===== src/rtl/maxpool_pkg.sv =====
// -----------------------------------------------------------------------------
// maxpool_pkg
// Shared definitions for the strategy-1 max-pooling controller and its helpers.
//   MP_LANES  : number of datapath lanes driven together by one control pair
//   MP_DW     : width of one lane result
//   MP_ST_*   : sequencer state encodings (3 bits)
//   mp_state_e: enum built on the MP_ST_* encodings
//   mp_win_eff: maps a window-size setting to the effective element count
// -----------------------------------------------------------------------------
package maxpool_pkg;

  localparam int MP_LANES = 16;
  localparam int MP_DW    = 32;

  localparam logic [2:0] MP_ST_IDLE  = 3'd0;
  localparam logic [2:0] MP_ST_CLEAR = 3'd1;
  localparam logic [2:0] MP_ST_ACCUM = 3'd2;
  localparam logic [2:0] MP_ST_EMIT  = 3'd3;
  localparam logic [2:0] MP_ST_DONE  = 3'd4;

  typedef enum logic [2:0] {
    MP_IDLE  = MP_ST_IDLE,
    MP_CLEAR = MP_ST_CLEAR,
    MP_ACCUM = MP_ST_ACCUM,
    MP_EMIT  = MP_ST_EMIT,
    MP_DONE  = MP_ST_DONE
  } mp_state_e;

  // A window size of zero would never close; it is treated as one element.
  // Works on the 4-bit window-size field used by the controller.
  function automatic logic [3:0] mp_win_eff(input logic [3:0] win_size);
    mp_win_eff = (win_size == 4'd0) ? 4'd1 : win_size;
  endfunction

endpackage


===== src/rtl/maxpool_elem_cnt.sv =====
// -----------------------------------------------------------------------------
// maxpool_elem_cnt
// Counts accepted elements inside one pooling window.
// Ports:
//   clk, rst_n : clock, async active-low reset
//   clr        : synchronous clear (start of a window)
//   inc        : one element accepted this cycle
//   win_eff    : elements per window (already mapped so it is never zero)
//   cnt        : elements accepted so far in this window
//   last       : this cycle's element completes the window (cnt==win_eff-1 && inc)
// -----------------------------------------------------------------------------
module maxpool_elem_cnt #(
  parameter int WIN_W = 4
) (
  input  logic             clk,
  input  logic             rst_n,
  input  logic             clr,
  input  logic             inc,
  input  logic [WIN_W-1:0] win_eff,
  output logic [WIN_W-1:0] cnt,
  output logic             last
);

  localparam logic [WIN_W-1:0] ONE = {{(WIN_W-1){1'b0}}, 1'b1};

  always_ff @(posedge clk or negedge rst_n) begin
    if (!rst_n) begin
      cnt <= '0;
    end else if (clr) begin
      cnt <= '0;
    end else if (inc) begin
      cnt <= cnt + ONE;
    end
  end

  assign last = inc && (cnt == (win_eff - ONE));

endmodule


===== src/rtl/maxpool_strategy1_ctrl.sv =====
// -----------------------------------------------------------------------------
// maxpool_strategy1_ctrl
// Sequencer for the 16-lane strategy-1 max-pooling datapath. It clears the
// shared max registers before each window, steers i_maxpool on every accepted
// result beat, and presents each finished window to writeback.
//
// Optional build macro: MAXPOOL_CTRL_STALL_CNT_EN adds o_stall_cnt, a 32-bit
// saturating count of cycles spent waiting on upstream (ACCUM, no valid beat)
// or downstream (EMIT, no ready). Cleared on job start, held after DONE.
//
// Handshakes: a transfer happens on a rising clock edge where valid and ready
// are both high. Result beats: i_res_valid / o_res_ready (o_res_ready does not
// depend on i_res_valid; an un-accepted beat must be held by upstream). Window
// output: o_out_valid / i_out_ready (o_out_valid stays high, with stable data,
// until the transfer).
//
// Ports:
//   i_clk, i_rst_n   : clock, async active-low reset
//   i_start          : job start pulse, sampled only in IDLE
//   i_win_size       : elements per window (0 treated as 1), latched on start
//   i_num_win        : windows per job, latched on start
//   i_res_valid      : PE array result beat valid
//   o_res_ready      : beat accepted when high (ACCUM)
//   o_max_rst        : clear datapath max registers (CLEAR)
//   o_maxpool        : datapath compare/update on this beat
//   o_out_valid      : window maxima available (EMIT)
//   i_out_ready      : writeback accepts the window
//   o_busy           : job in progress
//   o_done           : one-cycle pulse after the last window is taken
//   o_win_idx        : current window index (0-based)
//   o_state          : current sequencer state (debug)
//   o_elem_cnt       : elements accepted in the current window (debug)
//   o_stall_cnt      : stall cycle count (MAXPOOL_CTRL_STALL_CNT_EN only)
// -----------------------------------------------------------------------------
module maxpool_strategy1_ctrl
  import maxpool_pkg::*;
#(
  parameter int WIN_W = 4,
  parameter int CNT_W = 16
) (
  input  logic             i_clk,
  input  logic             i_rst_n,
  input  logic             i_start,
  input  logic [WIN_W-1:0] i_win_size,
  input  logic [CNT_W-1:0] i_num_win,
  input  logic             i_res_valid,
  output logic             o_res_ready,
  output logic             o_max_rst,
  output logic             o_maxpool,
  output logic             o_out_valid,
  input  logic             i_out_ready,
  output logic             o_busy,
  output logic             o_done,
  output logic [CNT_W-1:0] o_win_idx,
  output logic [2:0]       o_state,
  output logic [WIN_W-1:0] o_elem_cnt
`ifdef MAXPOOL_CTRL_STALL_CNT_EN
  ,
  output logic [31:0]      o_stall_cnt
`endif
);

  localparam logic [WIN_W-1:0] WIN_ONE = {{(WIN_W-1){1'b0}}, 1'b1};
  localparam logic [CNT_W-1:0] CNT_ONE = {{(CNT_W-1){1'b0}}, 1'b1};

  mp_state_e        state;
  logic [WIN_W-1:0] win_size_q;
  logic [CNT_W-1:0] num_win_q;
  logic [CNT_W-1:0] win_idx;
  logic [WIN_W-1:0] win_eff;
  logic [WIN_W-1:0] elem_cnt;
  logic             elem_last;
  logic             last_win;
  logic             start_job;

  assign win_eff   = (win_size_q == '0) ? WIN_ONE : win_size_q;
  assign last_win  = (win_idx == (num_win_q - CNT_ONE));
  assign start_job = (state == MP_IDLE) && i_start;

  // o_res_ready is only high in ACCUM and o_max_rst only in CLEAR, so the two
  // datapath controls can never be active together.
  assign o_maxpool = o_res_ready && i_res_valid;

  maxpool_elem_cnt #(
    .WIN_W (WIN_W)
  ) u_elem_cnt (
    .clk     (i_clk),
    .rst_n   (i_rst_n),
    .clr     (o_max_rst),
    .inc     (o_maxpool),
    .win_eff (win_eff),
    .cnt     (elem_cnt),
    .last    (elem_last)
  );

  // Sequencer. Every output flag is registered and written together with the
  // state it belongs to, so each flag is a clean function of the state register.
  always_ff @(posedge i_clk or negedge i_rst_n) begin
    if (!i_rst_n) begin
      state       <= MP_IDLE;
      win_size_q  <= '0;
      num_win_q   <= '0;
      win_idx     <= '0;
      o_res_ready <= 1'b0;
      o_max_rst   <= 1'b0;
      o_out_valid <= 1'b0;
      o_busy      <= 1'b0;
      o_done      <= 1'b0;
    end else begin
      // Single-cycle flags default low.
      o_max_rst <= 1'b0;
      o_done    <= 1'b0;
      case (state)
        MP_IDLE: begin
          if (i_start) begin
            win_size_q <= i_win_size;
            num_win_q  <= i_num_win;
            win_idx    <= '0;
            o_busy     <= 1'b1;
            if (i_num_win == '0) begin
              state  <= MP_DONE;
              o_done <= 1'b1;
            end else begin
              state     <= MP_CLEAR;
              o_max_rst <= 1'b1;
            end
          end
        end
        MP_CLEAR: begin
          state       <= MP_ACCUM;
          o_res_ready <= 1'b1;
        end
        MP_ACCUM: begin
          if (elem_last) begin
            state       <= MP_EMIT;
            o_res_ready <= 1'b0;
            o_out_valid <= 1'b1;
          end
        end
        MP_EMIT: begin
          if (i_out_ready) begin
            o_out_valid <= 1'b0;
            if (last_win) begin
              state  <= MP_DONE;
              o_done <= 1'b1;
            end else begin
              state     <= MP_CLEAR;
              o_max_rst <= 1'b1;
              win_idx   <= win_idx + CNT_ONE;
            end
          end
        end
        MP_DONE: begin
          state  <= MP_IDLE;
          o_busy <= 1'b0;
        end
        default: begin
          state       <= MP_IDLE;
          o_res_ready <= 1'b0;
          o_out_valid <= 1'b0;
          o_busy      <= 1'b0;
        end
      endcase
    end
  end

  assign o_win_idx  = win_idx;
  assign o_state    = state;
  assign o_elem_cnt = elem_cnt;

`ifdef MAXPOOL_CTRL_STALL_CNT_EN
  logic [31:0] stall_cnt;
  logic        stall_hit;

  assign stall_hit = (o_res_ready && !i_res_valid) || (o_out_valid && !i_out_ready);

  always_ff @(posedge i_clk or negedge i_rst_n) begin
    if (!i_rst_n) begin
      stall_cnt <= '0;
    end else if (start_job) begin
      stall_cnt <= '0;
    end else if (stall_hit && (stall_cnt != 32'hFFFF_FFFF)) begin
      stall_cnt <= stall_cnt + 32'd1;
    end
  end

  assign o_stall_cnt = stall_cnt;
`else
  // start_job only feeds the stall counter; keep it referenced in this build.
  logic unused_start_job;
  assign unused_start_job = start_job;
`endif

endmodule


===== config.mk =====
export PLATFORM = sky130hd
export DESIGN_NAME = maxpool_strategy1_ctrl
export DESIGN_NICKNAME = d
export VERILOG_FILES = /design/src/rtl/maxpool_pkg.sv /design/src/rtl/maxpool_elem_cnt.sv /design/src/rtl/maxpool_strategy1_ctrl.sv
export SDC_FILE = /design/constraint.sdc
export NUM_CORES = 1
export LEC_CHECK = 0
export CORE_ASPECT_RATIO = 2
export CORE_MARGIN = 4
export CORE_UTILIZATION = 54
export DETAILED_ROUTE_END_ITERATION = 8
export MAX_ROUTING_LAYER = met4
export PLACE_DENSITY = 0.86
export SYNTH_ARGS = -nofsm -noshare
export SYNTH_HDL_FRONTEND = slang
export SYNTH_SLANG_ARGS = --single-unit
export TNS_END_PERCENT = 10

===== constraint.sdc =====
create_clock -name i_clk -period 3.7 [get_ports i_clk]
set_clock_uncertainty 0.05 [all_clocks]
set_input_delay 0.74 -clock i_clk [delete_from_list [all_inputs] [get_ports i_clk]]
set_output_delay 0.74 -clock i_clk [all_outputs]
set_load 0.01 [all_outputs]

==> impl_metrics.json <==
{
  "status": "complete, no violations",
  "postSynthCellCount": 348,
  "synth_nets": 377,
  "wl_microns": 8588,
  "ys_seq_elements": 48,
  "holdBufCountCts": 0,
  "cts-root-buf": "clkbuf_16",
  "fmax_mhz": 289.3,
  "ff2ff_path_depth": 9,
  "drtIter0Drc": 179,
  "dp_hpwl_microns": 6381,
  "synth_warnings": 0,
  "diodes": 0,
  "critPathKind": "register to register",
  "worst-endpoint-arrival_ns": 3.61,
  "htree_num_levels": 2,
  "grt_start_max_net_pins": 49,
  "pre_cts_slack_ns": 0.2936,
  "rr_startpoint": "num_win_q[0]",
  "p_leak_nw": 1.609,
  "dieArea_sq_um": 7426,
  "ys.flop_type": "dfrtp_1",
  "fin_tns_setup_ns": 0,
  "synth.distinct_cells": 66,
  "ctsResizeCount": 0,
  "critPathCaptureType": "register",
  "grt-ovfl-total": 0,
  "reg2reg_to": "o_win_idx[14]",
  "synth_area_sq_um": 3263,
  "port_buffers": 53,
  "r2r_slack_ns": 0.24,
  "clk_pin_slew_ns": 0.06,
  "min_period_ns": 3.457,
  "peakVddDrop_uv": 481.1,
  "drive_gt1_share_pct": 12.28,
  "synth.yosys.seq_area_share_pct": 36.81,
  "setup_viol": 0,
  "startpoint_type": "register",
  "grt.total_usage_pct": 23.93,
  "cts_tree": "built",
  "worstSetupEndpoint": "o_win_idx[14]",
  "area_delta_synth_final_pct": 21.40,
  "core_sq_um": 5807,
  "antenna_found_initial": 0,
  "maxSlewHeadroom_pct": 28.65,
  "yosysTopAreaCell": "dfrtp_1",
  "rsz0062_at_grt": "false",
  "synth_top_area_share_pct": 36.81,
  "drc": 0,
  "finalCritPeriodShare_pct": 93.43,
  "grt_pass1_wl_microns": 13950,
  "fp-row-count": 39,
  "cap_violations": 0,
  "drv_slew": 0,
  "fp.dieW_microns": 62.97,
  "wire_per_inst_microns": 19.00,
  "dr.pass1.iters": 4,
  "fin_ws_ns": 0.2430,
  "ioPinCount": 54,
  "crit_path_start": "num_win_q[0]",
  "worst_pin_slew_ns": 1.070,
  "avgSynthCellArea_sq_um": 9.377,
  "cp.required_ns": 3.85,
  "worstHoldPathCells": 2,
  "final_cell_area_sq_um": 3961,
  "layout.nets": 419,
  "cts_buffer_depth": 2,
  "crit_path_max_fanout": 6,
  "postCtsSetupBuffers": 0,
  "vias": 2935,
  "power.density_nw_per_um2": 719.2,
  "hp-class": "register to register",
  "start_util_pct": 56.19,
  "async_flop_share_pct": 100.0,
  "dieHeight_microns": 117.9,
  "grt_pass1_vias": 2999,
  "hold_viol_final": 0,
  "synthTopCellsByArea": "dfrtp_1 (37%), mux2_2 (6.6%), nor2_1 (3.2%)",
  "ant_nets": 0,
  "synth_edf_count": 0,
  "via_per_inst": 6.493,
  "clock_sinks": 48,
  "fill_cells": 469,
  "clock_latency_ns": 0.29,
  "postPlaceCellArea_sq_um": 3797,
  "numCtsBuffers": 5,
  "gp_congestion": 0.8867
}
-- final cells by class --
class,instances,area (sq um),share of cell area (%)
Tap cell,61,76.32,1.927
Timing Repair Buffer,57,555.5,14.02
Multi-Input combinational cell,271,1938,48.93
Clock inverter,2,35.03,0.8844
Sequential cell,48,1201,30.32
Inverter,7,26.28,0.6633
Clock buffer,6,128.9,3.253
-- cell families after synthesis --
logic type               synth area share, %
AO/OA/AOI/OAI                          16.26
XOR/XNOR                               5.636
adder cells (fa/ha/maj)                1.534
buffers and inverters                  3.873
flip-flops                             36.81
multiplexers                           8.704
AND/OR/NAND/NOR                        27.19
-- stage by stage --
stage | power [W] | hold slack (ns) | std cells | utilization (%)
floorplan | 0.001894 | 0.3944 | 348 | -
global placement | 0.002264 | 0.4422 | 444 | 65.40
detailed placement | 0.002325 | 0.4472 | 444 | 65.40
CTS | 0.002844 | 0.4558 | 452 | 68.22
global route | 0.003037 | 0.5001 | 452 | 68.22
finish | 0.002849 | 0.4512 | 452 | 68.22
-- worst min-delay path by stage --
stage                 start  slack [ns]           end
CTS                  o_busy        0.46        o_busy
floorplan           i_rst_n        0.39  num_win_q[0]
detailed placement   o_busy        0.45        o_busy
finish               o_busy        0.45        o_busy
global placement     o_busy        0.44        o_busy
global route         o_busy        0.50        o_busy
-- registers in the layout, summed over array words and instances (netlist names) --
name and flops:
o_out_valid 1, o_win_idx 16, o_busy 1, num_win_q 16, o_state 3, o_max_rst 1
u_elem_cnt.cnt 4, win_size_q 4, o_done 1, o_res_ready 1
-- worst max-delay path: stages (launching register included) --
cell and delay (ns):
dfrtp_1 0.42, inv_1 0.10, ha_1 0.24, or4b_1 0.50, or3_4 0.40, a2111oi_4 0.39, nand2_1 0.20, o41ai_4 0.50
mux2_2 0.38, nor3_1 0.19
-- cell usage in the layout, fill, tap and decap left out, types with 9 or more instances in the layout --
master / n
nand2_1: 26
nand2b_1: 9
a21oi_1: 10
o21ai_0: 14
dfrtp_1: 48
and2_1: 9
nor4_1: 10
and3_1: 10
xnor2_1: 10
mux2_2: 19
nor2_1: 27
clkdlybuf4s50_1: 52
nor3_1: 11
xor2_1: 11
nand3_1: 12
-- routing by layer --
layer | routed length, microns | global-route usage (%) | vias to the layer above | part of all wire, %
met4 | 246 | 11.20 | 0 | 2.9
met3 | 409 | 2.770 | 28 | 4.8
met2 | 4839 | 44.41 | 104 | 56
met5 | 0 | - | - | 0
li1 | - | - | 1365 | -
met1 | 3092 | 24.17 | 1438 | 36
-- power breakdown --
part / internal, W / switching, W / leakage (nW)
clock network: 0.000318 / 0.000192 / 0.0808
logic: 0.000641 / 0.000666 / 0.933
registers: 0.000711 / 0.000321 / 0.595
-- synthesized netlist by cell type, types with 3 or more instances --
cell and instances:
a21oi_1 10, a31oi_1 4, and2_1 9, and3_1 10, clkbuf_1 17, dfrtp_1 48, ha_1 4, inv_1 7
mux2_2 19, mux2i_1 7, nand2_1 26, nand2b_1 9, nand3_1 12, nand4_1 4, nor2_1 28, nor2b_1 4
nor3_1 11, nor4_1 10, nor4b_1 3, o211ai_1 5, o21a_1 3, o21ai_0 14, or3_1 6, or4_1 4
xnor2_1 10, xor2_1 11
(Power assumes the default switching activity.)
